File: src/rtl/sync_fifo.sv
// Single-clock FIFO with exact fill level, programmable almost-full/almost-empty
// thresholds, overflow/underflow pulses and an optional first-word-fall-through read port.

module sync_fifo_param_chk #(
    parameter int DEPTH           = 16,
    parameter int ALMOST_FULL_TH  = 14,
    parameter int ALMOST_EMPTY_TH = 2,
    parameter int FWFT            = 0
) ();

    if ((DEPTH < 2) || ((DEPTH & (DEPTH - 1)) != 0)) begin : g_depth_bad
        $error("sync_fifo: DEPTH must be a power of two and at least 2");
    end

    if ((ALMOST_FULL_TH < 1) || (ALMOST_FULL_TH > DEPTH)) begin : g_af_bad
        $error("sync_fifo: ALMOST_FULL_TH must lie in 1..DEPTH");
    end

    if ((ALMOST_EMPTY_TH < 0) || (ALMOST_EMPTY_TH > DEPTH - 1)) begin : g_ae_bad
        $error("sync_fifo: ALMOST_EMPTY_TH must lie in 0..DEPTH-1");
    end

    if ((FWFT != 0) && (FWFT != 1)) begin : g_fwft_bad
        $error("sync_fifo: FWFT must be 0 or 1");
    end

endmodule

module sync_fifo #(
    parameter int DATA_WIDTH      = 32,
    parameter int DEPTH           = 16,
    parameter int ALMOST_FULL_TH  = DEPTH - 2,
    parameter int ALMOST_EMPTY_TH = 2,
    parameter int FWFT            = 0
) (
    input  logic                       clk,
    input  logic                       rst,
    input  logic                       wr_en,
    input  logic [DATA_WIDTH-1:0]      wr_data,
    output logic                       wr_full,
    output logic                       wr_almost_full,
    output logic                       wr_overflow,
    input  logic                       rd_en,
    output logic [DATA_WIDTH-1:0]      rd_data,
    output logic                       rd_empty,
    output logic                       rd_almost_empty,
    output logic                       rd_underflow,
    output logic [$clog2(DEPTH):0]     level
);

    localparam int AW = $clog2(DEPTH);
    localparam int CW = AW + 1;

    localparam logic [CW-1:0] DEPTH_C = CW'(DEPTH);
    localparam logic [CW-1:0] AF_TH_C = CW'(ALMOST_FULL_TH);
    localparam logic [CW-1:0] AE_TH_C = CW'(ALMOST_EMPTY_TH);
    localparam logic [CW-1:0] CNT_ONE_C = CW'(1);
    localparam logic [AW-1:0] PTR_ONE_C = AW'(1);

    sync_fifo_param_chk #(
        .DEPTH           (DEPTH),
        .ALMOST_FULL_TH  (ALMOST_FULL_TH),
        .ALMOST_EMPTY_TH (ALMOST_EMPTY_TH),
        .FWFT            (FWFT)
    ) u_param_chk ();

    logic [DATA_WIDTH-1:0] mem_r [DEPTH];

    logic [AW-1:0]         wptr_r;
    logic [AW-1:0]         rptr_r;
    logic [CW-1:0]         count_r;
    logic                  full_r;
    logic                  empty_r;
    logic                  afull_r;
    logic                  aempty_r;
    logic                  overflow_r;
    logic                  underflow_r;
    logic [DATA_WIDTH-1:0] rd_data_r;

    logic                  wr_acc_s;
    logic                  rd_acc_s;
    logic [AW-1:0]         wptr_nxt_s;
    logic [AW-1:0]         rptr_nxt_s;
    logic [CW-1:0]         count_nxt_s;
    logic [DATA_WIDTH-1:0] rd_data_nxt_s;

    // Accept decisions, pointer advance and next fill count from registered state
    always_comb begin
        wr_acc_s    = wr_en && !full_r;
        rd_acc_s    = rd_en && !empty_r;
        wptr_nxt_s  = wptr_r;
        rptr_nxt_s  = rptr_r;
        count_nxt_s = count_r;

        if (wr_acc_s) begin
            wptr_nxt_s = wptr_r + PTR_ONE_C;
        end else begin
            wptr_nxt_s = wptr_r;
        end

        if (rd_acc_s) begin
            rptr_nxt_s = rptr_r + PTR_ONE_C;
        end else begin
            rptr_nxt_s = rptr_r;
        end

        case ({wr_acc_s, rd_acc_s})
            2'b10:   count_nxt_s = count_r + CNT_ONE_C;
            2'b01:   count_nxt_s = count_r - CNT_ONE_C;
            default: count_nxt_s = count_r;
        endcase
    end

    // Next read-data value: popped word in standard mode, upcoming head in FWFT mode
    always_comb begin
        rd_data_nxt_s = rd_data_r;
        if (FWFT != 0) begin
            // The new head may be the word being written this very cycle
            if (count_nxt_s != {CW{1'b0}}) begin
                if (wr_acc_s && (wptr_r == rptr_nxt_s)) begin
                    rd_data_nxt_s = wr_data;
                end else begin
                    rd_data_nxt_s = mem_r[rptr_nxt_s];
                end
            end else begin
                rd_data_nxt_s = rd_data_r;
            end
        end else begin
            if (rd_acc_s) begin
                rd_data_nxt_s = mem_r[rptr_r];
            end else begin
                rd_data_nxt_s = rd_data_r;
            end
        end
    end

    // Storage array; contents deliberately left unreset
    always_ff @(posedge clk) begin
        if (wr_acc_s) begin
            mem_r[wptr_r] <= wr_data;
        end
    end

    // Pointers, count, registered flags, error pulses and read data
    always_ff @(posedge clk or posedge rst) begin
        if (rst) begin
            wptr_r      <= {AW{1'b0}};
            rptr_r      <= {AW{1'b0}};
            count_r     <= {CW{1'b0}};
            full_r      <= 1'b0;
            empty_r     <= 1'b1;
            afull_r     <= 1'b0;
            aempty_r    <= 1'b1;
            overflow_r  <= 1'b0;
            underflow_r <= 1'b0;
            rd_data_r   <= {DATA_WIDTH{1'b0}};
        end else begin
            wptr_r      <= wptr_nxt_s;
            rptr_r      <= rptr_nxt_s;
            count_r     <= count_nxt_s;
            full_r      <= (count_nxt_s == DEPTH_C);
            empty_r     <= (count_nxt_s == {CW{1'b0}});
            afull_r     <= (count_nxt_s >= AF_TH_C);
            aempty_r    <= (count_nxt_s <= AE_TH_C);
            overflow_r  <= wr_en && full_r;
            underflow_r <= rd_en && empty_r;
            rd_data_r   <= rd_data_nxt_s;
        end
    end

    assign wr_full         = full_r;
    assign wr_almost_full  = afull_r;
    assign wr_overflow     = overflow_r;
    assign rd_empty        = empty_r;
    assign rd_almost_empty = aempty_r;
    assign rd_underflow    = underflow_r;
    assign rd_data         = rd_data_r;
    assign level           = count_r;

endmodule

File: config.mk
export PLATFORM = sky130hd
export DESIGN_NAME = sync_fifo
export DESIGN_NICKNAME = d
export VERILOG_FILES = /design/src/rtl/sync_fifo.sv
export SDC_FILE = /design/constraint.sdc
export NUM_CORES = 1
export LEC_CHECK = 0
export ABC_AREA = 1
export BUFFER_PORTS_ARGS = -buffer_cell sky130_fd_sc_hd__buf_2
export CAP_MARGIN = 40
export CORE_AREA = 4 4 218 262
export CTS_CLUSTER_DIAMETER = 80
export DETAILED_ROUTE_END_ITERATION = 6
export DIE_AREA = 0 0 222 266
export HOLD_SLACK_MARGIN = 0.06
export PLACE_DENSITY_LB_ADDON = 0.25
export SLEW_MARGIN = 20
export SYNTH_ARGS = -nofsm -noshare
export SYNTH_HDL_FRONTEND = slang
export SYNTH_SLANG_ARGS = --single-unit
File: constraint.sdc
create_clock -name clk -period 3.1 [get_ports clk]
set_input_delay 0.465 -clock clk [delete_from_list [all_inputs] [get_ports clk]]
set_output_delay 0.465 -clock clk [all_outputs]
set_load 0.005 [all_outputs]
==> reports/metrics.yaml, run 1 <==
hold_path_startpoint: "wr_en"
cts_buffers: 53
yosysWarnings: 0
antenna_found_initial: 1
grt_max_degree: 155
async_flop_share_pct: 9.06
syn-cell-area_sq_um: 22200
fin_nets: 1781
cts_root_buffer: "clkbuf_16"
hold_viol: 0
synth_top_area_share_pct: 69.3
arrival_ps: 2910
cp_data_required_time_ps: 3640
setup_viol_count_final: 0
ant_nets: 0
core-area_sq_um: 54600
htreeDepth: 2
gr-total-overflow: 0
irDropWorstVdd_mv: 0.610
layout_min_cycle_time_ps: 2370
clk_latency_ps: 610
grt_pass1_wl_microns: 87400
area_growth_syn_to_layout_pct: 13.9
end_kind: "flop"
crit_fanout: 34
hp-class: "in2reg"
reg2reg_slack_ps: 730
clock_sinks: 563
wire_per_inst_microns: 23.2
synth_cell_types: 30
tritoncts: "yes"
dieHeight_microns: 266
setup_tns_ps: 0
n_fill_cell: 4918
ys_dominant_reg_cell: "edfxtp_1"
power_w: 0.0236
hold-path-endpoint: "wr_overflow"
grt.total_usage_pct: 19.4
syn_inst: 1660
synth_nets: 1703
r2r_start: "rptr_r[1]"
tightest_slew_ps: 819
grt_pass1_vias: 13795
drive_above_1_share_pct: 13.2
p_leak_nw: 8.88
critPathLaunchType: "flop"
portBuffers: 78
worstSetupStartpoint: "rptr_r[1]"
synth_seq_area_share_pct: 75.0
period_share_pct: 76.5
fp-row-count: 94
clockBufferDepth: 3
hpwl_microns: 33300
drt_iter0_drc: 951
gp_congestion: 0.760
hold_path_depth: 3
fmax_mhz: 422
die_w_microns: 222
post_synth.cell_area_avg_sq_um: 13.4
synth_edf_count: 512
vias_per_cell: 5.45
ff2ff_path_depth: 8
critical_path_class: "reg2reg"
ctsResizeCount: 0
vias: 13629
drt_wl_total_microns: 58000
drv_cap: 0
clock_skew_ps: 27.2
relSlewSlack_pct: 45.4
first_pass_iters: 5
rsz0062_at_grt: "no"
status: "finished, final reports clean"
drv_slew: 0
clk_pin_slew_ps: 60
synth_top_area_cell: "edfxtp_1"
start_util_pct: 40.7
power_density_nw_per_um2: 932
num_io_pins: 79
die-area_sq_um: 59100
ys_ff_latch: 563
synth.area.top_cells: "edfxtp_1, dfrtp_1, nand2_1, o21ai_0, nor2_1"
worstReg2RegEnd: "rd_data[28]"
drc_errors: 0
-- layout make-up --
type	instances	area [sq um]	share of cell area, %
Sequential cell	563	16700	65.9
Inverter	41	159	0.628
Tap cell	720	901	3.56
Antenna cell	1	2.50	0.00989
Multi-Input combinational cell	951	4890	19.3
Clock buffer	68	1410	5.59
Clock inverter	31	294	1.16
Timing Repair Buffer	128	971	3.84
-- per-stage QoR --
stage                     setup slack [ps]  std cells  instance area [sq um]  utilization, %  hold WS [ps]
after CTS                              725       2502                  25300            46.3          64.0
after floorplan                        477       1660                  22200               -           472
after global routing                   514       2503                  25300            46.3           107
after detailed placement               729       2401                  23600            43.2           471
after global placement                 747       2401                  23600            43.2           466
final                                  729       2503                  25300            46.3          98.0
-- repair_timing --
action                    in CTS  in global routing
setup buffers                  0                  0
hold endpoints to repair      18                  0
hold buffers                   2                  0
-- report_power, final --
group	internal [W]	leakage [nW]	total, W	switching (W)
Clock	0.00365	0.836	0.00643	0.00279
Sequential	0.00932	5.24	0.00982	0.000501
Combinational	0.00225	2.81	0.00732	0.00506
-- state kept, by name (all words and copies together), names as in the netlist --
signal,cells
rd_empty,1
wr_full,1
level,5
rd_data,32
wr_almost_full,1
rd_underflow,1
wr_overflow,1
rptr_r,4
rd_almost_empty,1
wptr_r,4
mem_r,512
-- how the worst max path moves through the flow --
stage | to | slack, ps | cells after the start
after floorplan | mem_r[11][0] | 480 | 4
after global routing | rd_data[28] | 510 | 8
after global placement | rd_data[28] | 750 | 8
after detailed placement | rd_data[28] | 730 | 8
after CTS | rd_data[28] | 720 | 8
final | rd_data[28] | 730 | 8
-- layer usage --
layer	up-vias	GRT usage (%)	wire length, microns
li1	6245	-	-
met2	387	33.6	29300
met3	99	3.03	2890
met5	-	0	0
met1	6898	24.9	23800
met4	0	6.91	2030
-- cell usage after synthesis (7+ instances only) --
cell type / n
a21oi_1: 66
buf_2: 28
buf_4: 13
buf_6: 18
clkbuf_1: 37
dfrtp_1: 49
edfxtp_1: 512
ha_1: 7
inv_1: 40
mux2i_1: 32
nand2_1: 265
nand3_1: 72
nor2_1: 183
o211ai_1: 16
o21ai_0: 191
o21ai_1: 22
o221ai_1: 64
o22ai_1: 16
xor2_1: 8
-- cell usage in the layout (no fill, tap or decap), drive strengths merged --
master / n
nor2: 184
a21oi: 66
clkinvlp: 3
dfstp: 2
mux2i: 32
o211ai: 16
dfrtp: 49
buf: 126
dlygate4sd3: 2
clkinv: 23
diode: 1
ha: 7
nand4: 1
o22ai: 16
nand3: 73
nand2: 267
bufinv: 5
inv: 41
o21ai: 213
xor2: 8
nand3b: 3
clkbuf: 68
o221ai: 64
edfxtp: 512
nor3: 1
-- cells by family (layout without fill, tap and decap cells) --
group,count (synthesis),in the layout,share of synthesized area [%]
xor gates and xnor gates,8,8,0.316
buffers and inverters,146,268,3.52
muxes,32,32,1.44
AOI/OAI and AO/OA,375,375,9.81
other,0,1,0
and+or+nand+nor,529,529,9.50
DFF,563,563,75.0
adders and majority gates,7,7,0.395
-- worst max-delay path, cell delays in order (launching register included) --
cell      delay (ps)
dfrtp_4          640
inv_2            560
buf_4            340
o21ai_0          120
o221ai_1         270
nand3_1          150
nand2_1          100
nand2_1           50
nand2_1           60
Power figures use the tool's default switching activity.
==> run 2, diff against run 1 <==
Settings changed: ABC_AREA 1 to 0, CORE_AREA 4 4 218 262 to 4 4 215 259, DIE_AREA 0 0 222 266 to 0 0 219 263.
Clock period 3.1 ns to 2.4 ns, I/O delays scaled along.
==> run 2 against run 1 <==
  * Combinational power rose by 17%
  * Wire length decreased by 18%
  * Via count decreased by 25%
  * Area after synthesis decreased by 2.8%
  * Highest routed layer unchanged
  * Worst setup slack got worse by 680 ps
  * Clock power grew 35%
==> reports/metrics.yaml, run 2 <==
status: "finished, final reports clean"  # unchanged
synth_top_area_share_pct: 71.3  # was 69.3%
layout_min_cycle_time_ps: 2350  # was 2370 ps
async_flop_share_pct: 9.06  # unchanged
end_kind: "flop"  # unchanged
fin_nets: 1149  # was 1,781
grt_pass1_vias: 10913  # was 13,795
critical_path_class: "reg2reg"  # unchanged
synth_nets: 1008  # was 1,703
path_cells: "nand2b_4 > inv_4 > nand2_1 > xnor2_1 > ha_2 > a21oi_2 > a21boi_2 > o31ai_2 > nand4_1 > nor4bb_2"  # was inv_2 > buf_4 > o21ai_0 > o221ai_1 > nand3_1 > nand2_1 > nand2_1 > nand2_1
crit_fanout: 7  # was 34
cts_buffers: 54  # was 53
slowest_delay_ps: 530  # was 640 ps
irDropWorstVdd_mv: 0.615  # was 0.610 mV
ys_dominant_reg_cell: "edfxtp_1"  # unchanged
largest-register: "mem_r"  # unchanged
critPathLaunchType: "flop"  # unchanged
finalInstanceArea_sq_um: 25500  # was 25,300 sq um
synth_simple_gate_area_share_pct: 2.09  # was 9.50%
arrival_ps: 2830  # was 2910 ps
area_growth_syn_to_layout_pct: 18.2  # was 13.9%
syn_inst: 965  # was 1,660
cp_top_family: "simple AND/OR/NAND/NOR gates"  # was buffers and inverters
netlist_top_cells_count: "edfxtp_1, mux4_2, dfrtp_1"  # was edfxtp_1, nand2_1, o21ai_0
synth_fa_ha_area_share_pct: 0.406  # was 0.395%
ant_nets: 0  # unchanged
synth_xor_area_share_pct: 0.325  # was 0.316%
cts_root_buffer: "clkbuf_16"  # unchanged
post_synth.cell_area_avg_sq_um: 22.4  # was 13.4 sq um
synth_seq_area_share_pct: 77.2  # was 75.0%
grt_max_degree: 39  # was 155
core-area_sq_um: 53300  # was 54,600 sq um
drive_above_1_share_pct: 36.3  # was 13.2%
drv_cap: 0  # unchanged
power_density_nw_per_um2: 1180  # was 932 nW/um^2
drt_wl_total_microns: 47700  # was 58,000 microns
clock_sinks: 563  # unchanged
synthMuxAreaShare_pct: 16.6  # was 1.44%
relSlewSlack_pct: 62.2  # was 45.4%
start_util_pct: 40.5  # was 40.7%
layout_common_cells: "edfxtp_1, mux4_2, buf_2"  # was edfxtp_1, nand2_1, o21ai_0
first_pass_iters: 5  # unchanged
num_io_pins: 79  # unchanged
dieHeight_microns: 263  # was 266 microns
setup_ws_ps: 52.6  # was 729 ps
dpl_cell_area_sq_um: 23600  # about the same
ys_ff_latch: 563  # unchanged
die-area_sq_um: 57600  # was 59,100 sq um
fin_util_pct: 47.8  # was 46.3%
grt_pass1_wl_microns: 71600  # was 87,400 microns
synth_edf_count: 512  # unchanged
gp_congestion: 0.724  # was 0.760
final_cells: 1865  # was 2,503
vias_per_cell: 5.46  # was 5.45
cp_slowest_cell: "dfstp_2"  # was dfrtp_4
gr-total-overflow: 0  # unchanged
fp-row-count: 93  # was 94
yosysWarnings: 0  # unchanged
syn-cell-area_sq_um: 21600  # was 22,200 sq um
synth_compound_area_share_pct: 2.02  # was 9.81%
clk_pin_slew_ps: 70  # was 60 ps
drt_iter0_drc: 852  # was 951
die_w_microns: 219  # was 222 microns
hpwl_microns: 26500  # was 33,300 microns
clockBufferDepth: 3  # unchanged
synth_cell_types: 40  # was 30
wire_per_inst_microns: 25.6  # was 23.2 microns
htreeDepth: 2  # unchanged
portBuffers: 78  # unchanged
period_share_pct: 97.8  # was 76.5%
layout_commonest_cell: "edfxtp_1"  # unchanged
tritoncts: "yes"  # unchanged
clock_skew_ps: 17.4  # was 27.2 ps
rsz0062_at_grt: "yes"  # was no
fmax_mhz: 426  # was 422 MHz
cp_data_required_time_ps: 2890  # was 3640 ps
synth_top_family_by_area: "multiplexers"  # was compound AO/OA/AOI/OAI gates
drc_errors: 0  # unchanged
hp-class: "in2reg"  # unchanged
setup_viol_count_final: 0  # unchanged
synth.most_common_cell: "edfxtp_1"  # unchanged
hold_viol: 0  # unchanged
drv_slew: 0  # unchanged
p_leak_nw: 8.47  # was 8.88 nW
place_ws_ps: -45.9  # was 729 ps
dp.cells: 1759  # was 2,401
crit_buf_inv: 1  # was 2
grt.total_usage_pct: 16.8  # was 19.4%
clk_latency_ps: 610  # about the same
tightest_slew_ps: 567  # was 819 ps
synth_top_area_cell: "edfxtp_1"  # unchanged
synth.area.top_cells: "edfxtp_1, mux4_2, dfrtp_1, mux2_2, mux2i_1"  # was edfxtp_1, dfrtp_1, nand2_1, o21ai_0, nor2_1
vias: 10176  # was 13,629
antenna_found_initial: 1  # unchanged
largest_reg_flops: 512  # unchanged
run 2: cell types whose count changed after synthesis, sizes merged, moves of 33 or more:
cell    previous run  this run
buf               66        32
a21oi             66         2
o221ai            64         0
a221o              0        33
nand3             73         3
inv               41         8
nor3               1        35
nor2             184         4
mux4               0       128
o21ai            213         1
nand2            267        12
run 2: report_power, final:
part / switching [W] / internal, W / total, W / leakage (nW)
sequential: 0.000715 / 0.0121 / 0.0128 / 5.24
combinational: 0.00418 / 0.00442 / 0.00860 / 2.32
clock: 0.00356 / 0.00515 / 0.00871 / 0.906
run 2: through the flow:
step	setup TNS [ps]	hold WS, ps	total power, W
2_1_floorplan	0	459	0.0185
3_3_place_gp	-35.3	486	0.0216
3_5_place_dp	-45.9	486	0.0217
4_1_cts	0	79.2	0.0305
5_1_grt	-110	110	0.0316
6_report	0	128	0.0301
run 2: logic make-up after synthesis:
group,Yosys count
AO/OA/AOI/OAI,46
XOR/XNOR,8
adder cells (fa/ha/maj),7
buffers and inverters,63
flip-flops,563
multiplexers,194
AND/OR/NAND/NOR,84
run 2: layout make-up:
class	instances	area (sq um)
clock buffer	79	1560
inverter	8	32.5
tap	712	891
fill	4369	27800
timing repair buffer	140	1360
sequential	563	16700
clock inverter	23	282
multi-input combinational	339	4700
antenna	1	2.50
run 2: worst register-to-register path, delay by kind of cell, from the launching register on:
kind / cells / cell delay, ps
adder cells (fa/ha/maj): 1 / 210
XOR/XNOR: 1 / 120
AO/OA/AOI/OAI: 3 / 490
AND/OR/NAND/NOR: 4 / 850
flip-flops: 1 / 530
buffers and inverters: 1 / 60
run 2: routing by layer:
layer  GRT usage (%)  routed length, microns
met5               0                       0
met4            4.77                    1080
met1            23.3                   20400
met3            2.51                    2110
met2            27.9                   24100
run 2: timing repair:
| item | CTS | global route |
|---|---|---|
| hold endpoints to repair | 51 | 0 |
| buffers inserted | 0 | 0 |
| resized for setup | 0 | 9 |
| setup endpoints to repair | 0 | 4 |
| hold buffers | 3 | 0 |
run 2: worst paths after layout:
path / startpoint / endpoint / slack (ps) / cells after the start
min in group asynchronous: rst / rd_data[18] / 400 / 4
setup / recovery: rd_empty / rd_empty / 50 / 10
hold / removal: wr_data[25] / mem_r[0][25] / 130 / 1
hold reg to reg: rd_data[15] / rd_data[15] / 520 / 1
setup reg to reg: rd_empty / rd_empty / 50 / 10
max in group asynchronous: rst / rptr_r[1] / 1490 / 4
